===== config.mk =====
export PLATFORM = sky130hd
export DESIGN_NAME = btn_debounce
export DESIGN_NICKNAME = d
export VERILOG_FILES = /design/src/rtl/btn_debounce_pkg.sv /design/src/rtl/btn_debounce_sync2.sv /design/src/rtl/btn_debounce.sv
export SDC_FILE = /design/constraint.sdc
export NUM_CORES = 1
export LEC_CHECK = 0
export ABC_CLOCK_PERIOD_IN_PS = 2400
export CORE_MARGIN = 10
export CORE_UTILIZATION = 55
export CTS_CLUSTER_SIZE = 16
export DETAILED_ROUTE_END_ITERATION = 12
export PLACE_DENSITY_LB_ADDON = 0.08
export SYNTH_ARGS = -nofsm -noshare
export SYNTH_HDL_FRONTEND = slang
export SYNTH_SLANG_ARGS = --single-unit

===== constraint.sdc =====
create_clock -name CLK -period 2.4 [get_ports CLK]
set_input_delay 0.36 -clock CLK [delete_from_list [all_inputs] [get_ports CLK]]
set_output_delay 0.36 -clock CLK [all_outputs]
set_load 0.02 [all_outputs]

===== src/rtl/btn_debounce_pkg.sv =====
// Shared constants for the push-button conditioning path.
// State encoding and default timing for the 12 MHz board clock.
package btn_debounce_pkg;

  localparam logic [1:0] ST_RELEASED     = 2'd0;
  localparam logic [1:0] ST_PRESS_WAIT   = 2'd1;
  localparam logic [1:0] ST_HELD         = 2'd2;
  localparam logic [1:0] ST_RELEASE_WAIT = 2'd3;

  localparam int unsigned DEF_DEBOUNCE_CYCLES = 120000;
  localparam int unsigned DEF_LONG_CYCLES     = 12000000;

  function automatic int unsigned cnt_width(input int unsigned n);
    return ($clog2(n) < 1) ? 1 : $clog2(n);
  endfunction

endpackage


===== src/rtl/btn_debounce_sync2.sv =====
// Two-flop synchroniser, synchronous reset to 0 (released).
// Reused by every BTN pin in the CLK domain.
module btn_sync2 (
  input  logic clk_i,
  input  logic rst_i,
  input  logic d_i,
  output logic q_o
);

  logic meta_q;
  logic sync_q;

  always_ff @(posedge clk_i) begin
    if (rst_i) begin
      meta_q <= 1'b0;
      sync_q <= 1'b0;
    end else begin
      meta_q <= d_i;
      sync_q <= meta_q;
    end
  end

  assign q_o = sync_q;

endmodule


===== src/rtl/btn_debounce.sv =====
// Push-button debouncer: clean level plus press/release pulses.
// Define BTN_DEBOUNCE_LONG_PRESS_EN to add the BTN_LONG event.
module btn_debounce
  import btn_debounce_pkg::*;
#(
  parameter int unsigned DEBOUNCE_CYCLES = DEF_DEBOUNCE_CYCLES,
  parameter bit          ACTIVE_LOW      = 1'b0
`ifdef BTN_DEBOUNCE_LONG_PRESS_EN
  , parameter int unsigned LONG_CYCLES   = DEF_LONG_CYCLES
`endif
) (
  input  logic CLK,
  input  logic RST,
  input  logic BTN_IN,
  output logic BTN_LEVEL,
  output logic BTN_PRESS,
  output logic BTN_RELEASE
`ifdef BTN_DEBOUNCE_LONG_PRESS_EN
  , output logic BTN_LONG
`endif
);

  localparam int unsigned CNT_W = cnt_width(DEBOUNCE_CYCLES);
  localparam logic [CNT_W-1:0] CNT_LAST =
    CNT_W'(DEBOUNCE_CYCLES - 1);

  logic raw;
  logic sync_btn;

  assign raw = BTN_IN ^ ACTIVE_LOW;

  btn_sync2 u_sync (
    .clk_i (CLK),
    .rst_i (RST),
    .d_i   (raw),
    .q_o   (sync_btn)
  );

  logic [1:0]       state_q, state_d;
  logic [CNT_W-1:0] cnt_q, cnt_d;
  logic             level_q, level_d;
  logic             press_q, press_d;
  logic             rel_q, rel_d;

  always_comb begin
    state_d = state_q;
    cnt_d   = '0;
    level_d = level_q;
    press_d = 1'b0;
    rel_d   = 1'b0;
    unique case (state_q)
      ST_RELEASED: begin
        if (sync_btn) begin
          state_d = ST_PRESS_WAIT;
          cnt_d   = CNT_W'(1);
        end
      end
      ST_PRESS_WAIT: begin
        if (!sync_btn) begin
          state_d = ST_RELEASED;
        end else if (cnt_q == CNT_LAST) begin
          state_d = ST_HELD;
          level_d = 1'b1;
          press_d = 1'b1;
        end else begin
          cnt_d = cnt_q + 1'b1;
        end
      end
      ST_HELD: begin
        if (!sync_btn) begin
          state_d = ST_RELEASE_WAIT;
          cnt_d   = CNT_W'(1);
        end
      end
      ST_RELEASE_WAIT: begin
        if (sync_btn) begin
          state_d = ST_HELD;
        end else if (cnt_q == CNT_LAST) begin
          state_d = ST_RELEASED;
          level_d = 1'b0;
          rel_d   = 1'b1;
        end else begin
          cnt_d = cnt_q + 1'b1;
        end
      end
      default: state_d = ST_RELEASED;
    endcase
  end

  always_ff @(posedge CLK) begin
    if (RST) begin
      state_q <= ST_RELEASED;
      cnt_q   <= '0;
      level_q <= 1'b0;
      press_q <= 1'b0;
      rel_q   <= 1'b0;
    end else begin
      state_q <= state_d;
      cnt_q   <= cnt_d;
      level_q <= level_d;
      press_q <= press_d;
      rel_q   <= rel_d;
    end
  end

  assign BTN_LEVEL   = level_q;
  assign BTN_PRESS   = press_q;
  assign BTN_RELEASE = rel_q;

`ifdef BTN_DEBOUNCE_LONG_PRESS_EN
  localparam int unsigned LONG_W = cnt_width(LONG_CYCLES);
  localparam logic [LONG_W-1:0] LONG_LAST =
    LONG_W'(LONG_CYCLES - 1);

  logic [LONG_W-1:0] lcnt_q, lcnt_d;
  logic              fired_q, fired_d;
  logic              long_q, long_d;
  logic              holding;

  // Count only while staying in HELD/RELEASE_WAIT; a fresh press restarts.
  assign holding = (state_q == ST_HELD || state_q == ST_RELEASE_WAIT)
                && (state_d == ST_HELD || state_d == ST_RELEASE_WAIT);

  always_comb begin
    lcnt_d  = '0;
    fired_d = 1'b0;
    long_d  = 1'b0;
    if (holding) begin
      lcnt_d  = lcnt_q;
      fired_d = fired_q;
      if (lcnt_q == LONG_LAST) begin
        if (!fired_q) begin
          long_d  = 1'b1;
          fired_d = 1'b1;
        end
      end else begin
        lcnt_d = lcnt_q + 1'b1;
      end
    end
  end

  always_ff @(posedge CLK) begin
    if (RST) begin
      lcnt_q  <= '0;
      fired_q <= 1'b0;
      long_q  <= 1'b0;
    end else begin
      lcnt_q  <= lcnt_d;
      fired_q <= fired_d;
      long_q  <= long_d;
    end
  end

  assign BTN_LONG = long_q;
`endif

endmodule


# Word level (Yosys, flattened, before mapping)
# Index checks and enable logic that the tools add are counted.
op_classes:
  addsub: 1
  n_mul: 0
  n_div: 0
  n_lt_le_gt_ge: 0
  eq_ne: 12
  n_shift: 0
  mux: 19
  bitwise: 3
  reduce_logical: 6
ops:
  columns: ["cell", "count"]
  rows:
  - ["case mux 17 bit (4 select lines)", 1]
  - ["2-to-1 mux 17 bit", 3]
  - ["adder 17 x 1 -> 17 bit, second input constant", 1]
  - ["equality test 17 bit, second input constant", 1]
  - ["2-to-1 mux 2 bit", 6]
  - ["inequality test 2 bit, second input constant", 4]
  - ["case mux 2 bit (4 select lines)", 1]
  - ["2-to-1 mux 1 bit", 7]
  - ["OR reduction 3 bit", 2]
  - ["AND reduction 5 bit", 1]
  - ["equality test 2 bit, second input constant", 2]
  - ["inequality test 2 x 1 -> 1 bit, second input constant", 2]
  - ["AND reduction 4 bit", 1]
  - ["inequality test 3 x 2 -> 1 bit, second input constant", 1]
  - ["inequality test 3 bit, second input constant", 1]
  - ["NOT 1 bit", 3]
  - ["equality test 2 x 1 -> 1 bit, second input constant", 1]
  - ["logical NOT 2 bit", 1]
  - ["case mux 1 bit (2 select lines)", 1]
  - ["nonzero test 2 bit", 1]
totals:
  reg_bits: 24
  latch_bits: 0
  ramBits: 0
  romBits: 0
  output_inout_bits: 3
  memories: 0

# Logic depth before layout (Yosys ltp)
depth:
  word_depth: 4
  ltp_mapped: 7
  mapped_depth_nobuf: 5

# Hierarchy
# A second synthesis with hierarchy kept.
unflattened:
  hier_cells: 111
  area_unflattened_um2: 1013.5
by_module_without_submodules:
  columns: ["mod", "n_inst", "cells_per_inst", "area_per_inst_um2", "seq_area_each_um2"]
  rows:
  - ["btn_debounce", 1, 107, 960.9, 440.4]
  - ["btn_sync2", 1, 4, 52.6, 40.0]

# Worst setup path before layout
# Ideal clock, no wire load.
synth_path:
  path_kind: "reg-to-reg"
  start: "reg cnt_q[0]"
  end: "reg level_q, in the netlist BTN_LEVEL"
  arrival_time_ns: 1.821
  required_ns: 2.278
  path_slack_ns: 0.457
  path_stages_with_launch: 6
  synth_period_minus_slack_ns: 1.943
  path_cell_list: "dfxtp_1 > ha_1 > nand4_1 > or4_1 > buf_2 > a311o_1"
synth_via:
  elab_chain_len: 3
synth_lines:
  columns: ["element", "line_no", "text"]
  rows:
  - ["from (decl)", "btn_debounce.sv:40", "logic [CNT_W-1:0] cnt_q, cnt_d;"]
  - ["from (signal assigned)", "btn_debounce.sv:99", "cnt_q <= cnt_d;"]
  - ["equality test 17 bit (*)", "btn_debounce.sv:61, btn_debounce.sv:78", null]
  - ["inequality test 2 bit (no line)", null, null]
  - ["AND reduction 5 bit (no line) (*)", null, null]
  - ["to (signal assigned)", "btn_debounce.sv:100", "level_q <= level_d;"]
  - ["to (decl)", "btn_debounce.sv:41", "logic level_q, level_d;"]
# Every way passes the cells marked *; elsewhere a longest branch is shown, timed or not.
# A chain may end at the register's enable or synchronous reset.

# Worst setup path in the final report
layout_path:
  start: "reg cnt_q[5]"
  end: "reg cnt_q[10]"
layout_via:
  elab_chain_len: 4
layout_lines:
  columns: ["element", "line_no", "text"]
  rows:
  - ["adder 17 x 1 -> 17 bit / equality test 17 bit (equally long branches)", null, null]
  - ["2-to-1 mux 17 bit (*)", "btn_debounce.sv:61, btn_debounce.sv:78", null]
  - ["2-to-1 mux 17 bit (on tied branches)", "btn_debounce.sv:76, btn_debounce.sv:59", null]
  - ["case mux 17 bit (4 select lines) (*)", "btn_debounce.sv:51", "unique case (state_q)"]
# Marks and branches as above.

==> metrics.md <==
| Metric | Value |
|---|---|
| Run status | finished, final reports clean |
| CTS Sinks | 24 |
| Fin cells | 150 |
| Clock root buffer | clkbuf_4 |
| Layout Nets | between 100 and 150 |
| Placed Cells incl. Taps | 147 |
| Worst rel slew slack | 0.7756 |
| Critical path endpoint category | flip-flop |
| First-pass GRT wire length | 3.339 mm |
| DR DRC count | 0 |
| I/O Pins | 6 |
| Synth Instances | between 100 and 150 |
| CP Cell Sequence | or4b_1 -> or4_1 -> nand3_2 -> nor2_1 |
| CP Launch Type | flip-flop |
| Post-DR wirelength/cell | 12.61 um |
| Sw Share | 0.2015 |
| CTS tree | yes |
| Crit path depth | 4 |
| Fin. Hold Viols | 0 |
| Slowest cell on the critical path | or4_1 |
| Critical path class | reg -> reg |
| Register area share after synthesis | 0.4588 |
| Die Ht | around 64 um |
| Tcrit/Tclk final | 0.8551 |
| Sum Neg Setup Slack | 0 ns |
| CP startpoint | cnt_q[5]$_SDFF_PP0_ |
| Initial antenna violation count | 0 |
| LEAKAGE | roughly 0.3 nW |
| Max-slew violations | 0 |
| Worst reg2reg path endpoint | cnt_q[10]$_SDFF_PP0_ |
| Worst setup path endpoint | cnt_q[10]$_SDFF_PP0_ |
| Hold Path Depth | 1 |
| Top post-synthesis cells by area | dfxtp_1 46%, xnor2_1 10%, nor2_1 6.8% |
| Syn nets | 123 |
| Synthesized cell area | 1047 um2 |
| Vias | roughly 800 |
| Post_cts resized | 0 |
| Endpoints failing setup | 0 |
| Int Power | 0.4753 mW |
| Max_cap viols | 0 |
| Max VDD drop | 0.4246 mV |
| R2r setup slk | 0.35 ns |
| Post-route cell area | 1146 um2 |
| Gpl congestion | 0.8110 |
| Crit-path max cell delay | 0.61 ns |
| GR Util All Layers | 0.1009 |
| Number of global-route vias before repair | 764 |
| Yosys cell types | 31 |
| Most frequent cells in the layout | 24 x dfxtp_1, 19 x nor2_1, 12 x xnor2_1 |
| Worst-Margin Slew | 0.3362 ns |
| Iter 0 DRT Violations | 12 |
| Post-CTS Setup Bufs | 0 |
| Remaining global-route overflow | 0 |
| DP Wirelength | 1.429 mm |
| Die width | 63.64 um |
| Fin util | 0.6496 |
| Worst EP required | 2.59 ns |
| Crit path arrival time | 2.24 ns |
| Site row count | 15 |
| Gate power share | 0.042 |
| Commonest non-fill, non-tap cell in the layout | dfxtp_1 |
| Reg clk slew, reported paths | 0.11 ns |
| Placed Area | between 1000 and 1500 um2 |
| Share of cells above drive strength 1 | 0.04800 |
| CTS Buffer Depth | 2 |
| H-Tree Level Count | 1 |
| Reg2reg path depth | 4 |
| Hold-fix buffers, CTS | 0 |
| Cell area power density | 519.4 nW/um2 |
| Buf/Inv on CP | 0 |
| Largest net degree at the start of global routing | 17 |
| Worst path top cell family by delay | simple AND/OR/NAND/NOR gates |
| Initial Util | 0.5936 |
| RSZ-0062 raised after global routing | false |
| Core area | 1764 um2 |
| Synth area leader | dfxtp_1 |
| Final ANT Viol Nets | 0 |
| Routed Wire Length | 1.892 mm |
| Power share of the clock group | 0.273 |
| Full die area | 4049 um2 |
| # diodes | 0 |
| Clock Skew | 0.004926 ns |
| YS warnings | 0 |
| CP max FO | 16 |
| P&R area growth vs syn | 9.439% |
| Max Freq | between 0.4 and 0.5 GHz |
| Worst r2r src | cnt_q[5]$_SDFF_PP0_ |
| Min-delay worst type | reg -> reg |
| #FFs+latches synth | 24 |
| Yosys top cell area share | 0.4588 |
| CTS Buf Count | 3 |
| Vias/cell | around 5.4 |
| Sequential fraction of design power | 0.685 |
| P_sw | 0.1200 mW |
| Drt pass-1 iters | 4 |
| Worst-skew pair later-pin latency | roughly 0.3 ns |
| Synth Area per Inst | 8.800 um2 |
| Port bufs | 5 |
| Min Tclk post-route | roughly 2.1 ns |
-- cells by family after synthesis --
logic type | Yosys count | synth area share
and+or+nand+nor | 61 | 0.3130
DFF | 24 | 0.4588
xor gates and xnor gates | 14 | 0.1171
buffers and inverters | 11 | 0.04420
AOI/OAI and AO/OA | 8 | 0.05496
adders and majority gates | 1 | 0.01195
-- worst min path at each step --
stage,from,end
6_report,u_sync.meta_q$_SDFF_PP0_,u_sync.q_o$_SDFF_PP0_
5_1_grt,u_sync.meta_q$_SDFF_PP0_,u_sync.q_o$_SDFF_PP0_
4_1_cts,u_sync.meta_q$_SDFF_PP0_,u_sync.q_o$_SDFF_PP0_
3_5_place_dp,u_sync.meta_q$_SDFF_PP0_,u_sync.q_o$_SDFF_PP0_
3_3_place_gp,u_sync.meta_q$_SDFF_PP0_,u_sync.q_o$_SDFF_PP0_
2_1_floorplan,u_sync.meta_q$_SDFF_PP0_,u_sync.q_o$_SDFF_PP0_
-- synth_stat cells --
library cell	count
nand2_1	4
o211ai_1	1
o41ai_1	1
or4b_1	1
dfxtp_1	24
xor2_1	2
a21oi_1	2
nand4_1	6
nor4_1	6
inv_1	7
nand4b_1	2
buf_2	1
a21boi_1	1
buf_1	1
ha_1	1
a311o_1	1
nand3_2	1
nor2b_1	2
or4_1	2
nor4bb_1	1
a311oi_1	1
nand2b_1	3
and2_1	1
xnor2_1	12
or3_1	1
nand3_1	6
clkbuf_1	1
buf_4	1
o21ai_0	1
nor3_1	6
nor2_1	19
-- stage by stage --
stage	setup slack (ns)	power (mW)	hold slack [ns]
floorplan	0.4569	0.4304	0.4138
global placement	0.4012	0.4413	0.4164
detailed placement	0.3843	0.4424	0.4294
CTS	0.3647	0.6042	0.4542
global route	0.2511	0.6233	0.4649
finish	0.3478	0.5953	0.4497
-- cell type report --
cell class,count,area (um2)
timing repair buffer,7,65.06
fill,167,618.1
sequential,24,480.5
inverter,7,26.28
multi-input combinational,84,520.5
clock buffer,3,22.52
tap,25,31.28
-- routing by layer --
metal	wire [um]	GRT usage
met3	83	0.04594
met5	0	0
met1	957	0.1185
met2	840	0.1595
met4	12	0.03005
-- power by group through the flow --
| stage | Sequential [mW] | Clock (mW) | Combinational (mW) |
|---|---|---|---|
| 3_3_place_gp | 0.417 | 0 | 0.0247 |
| 2_1_floorplan | 0.420 | 0 | 0.0107 |
| 6_report | 0.408 | 0.162 | 0.0253 |
| 3_5_place_dp | 0.417 | 0 | 0.0255 |
| 4_1_cts | 0.408 | 0.171 | 0.0256 |
| 5_1_grt | 0.409 | 0.186 | 0.0279 |
-- sequential cells by signal, summed over array words and instances, names as in the netlist, named ones only --
name	count
state_q	1
BTN_RELEASE	1
BTN_LEVEL	1
cnt_q	17
BTN_PRESS	1
u_sync.meta_q	1
u_sync.q_o	1
No activity file was read; power rests on OpenSTA's default activity.
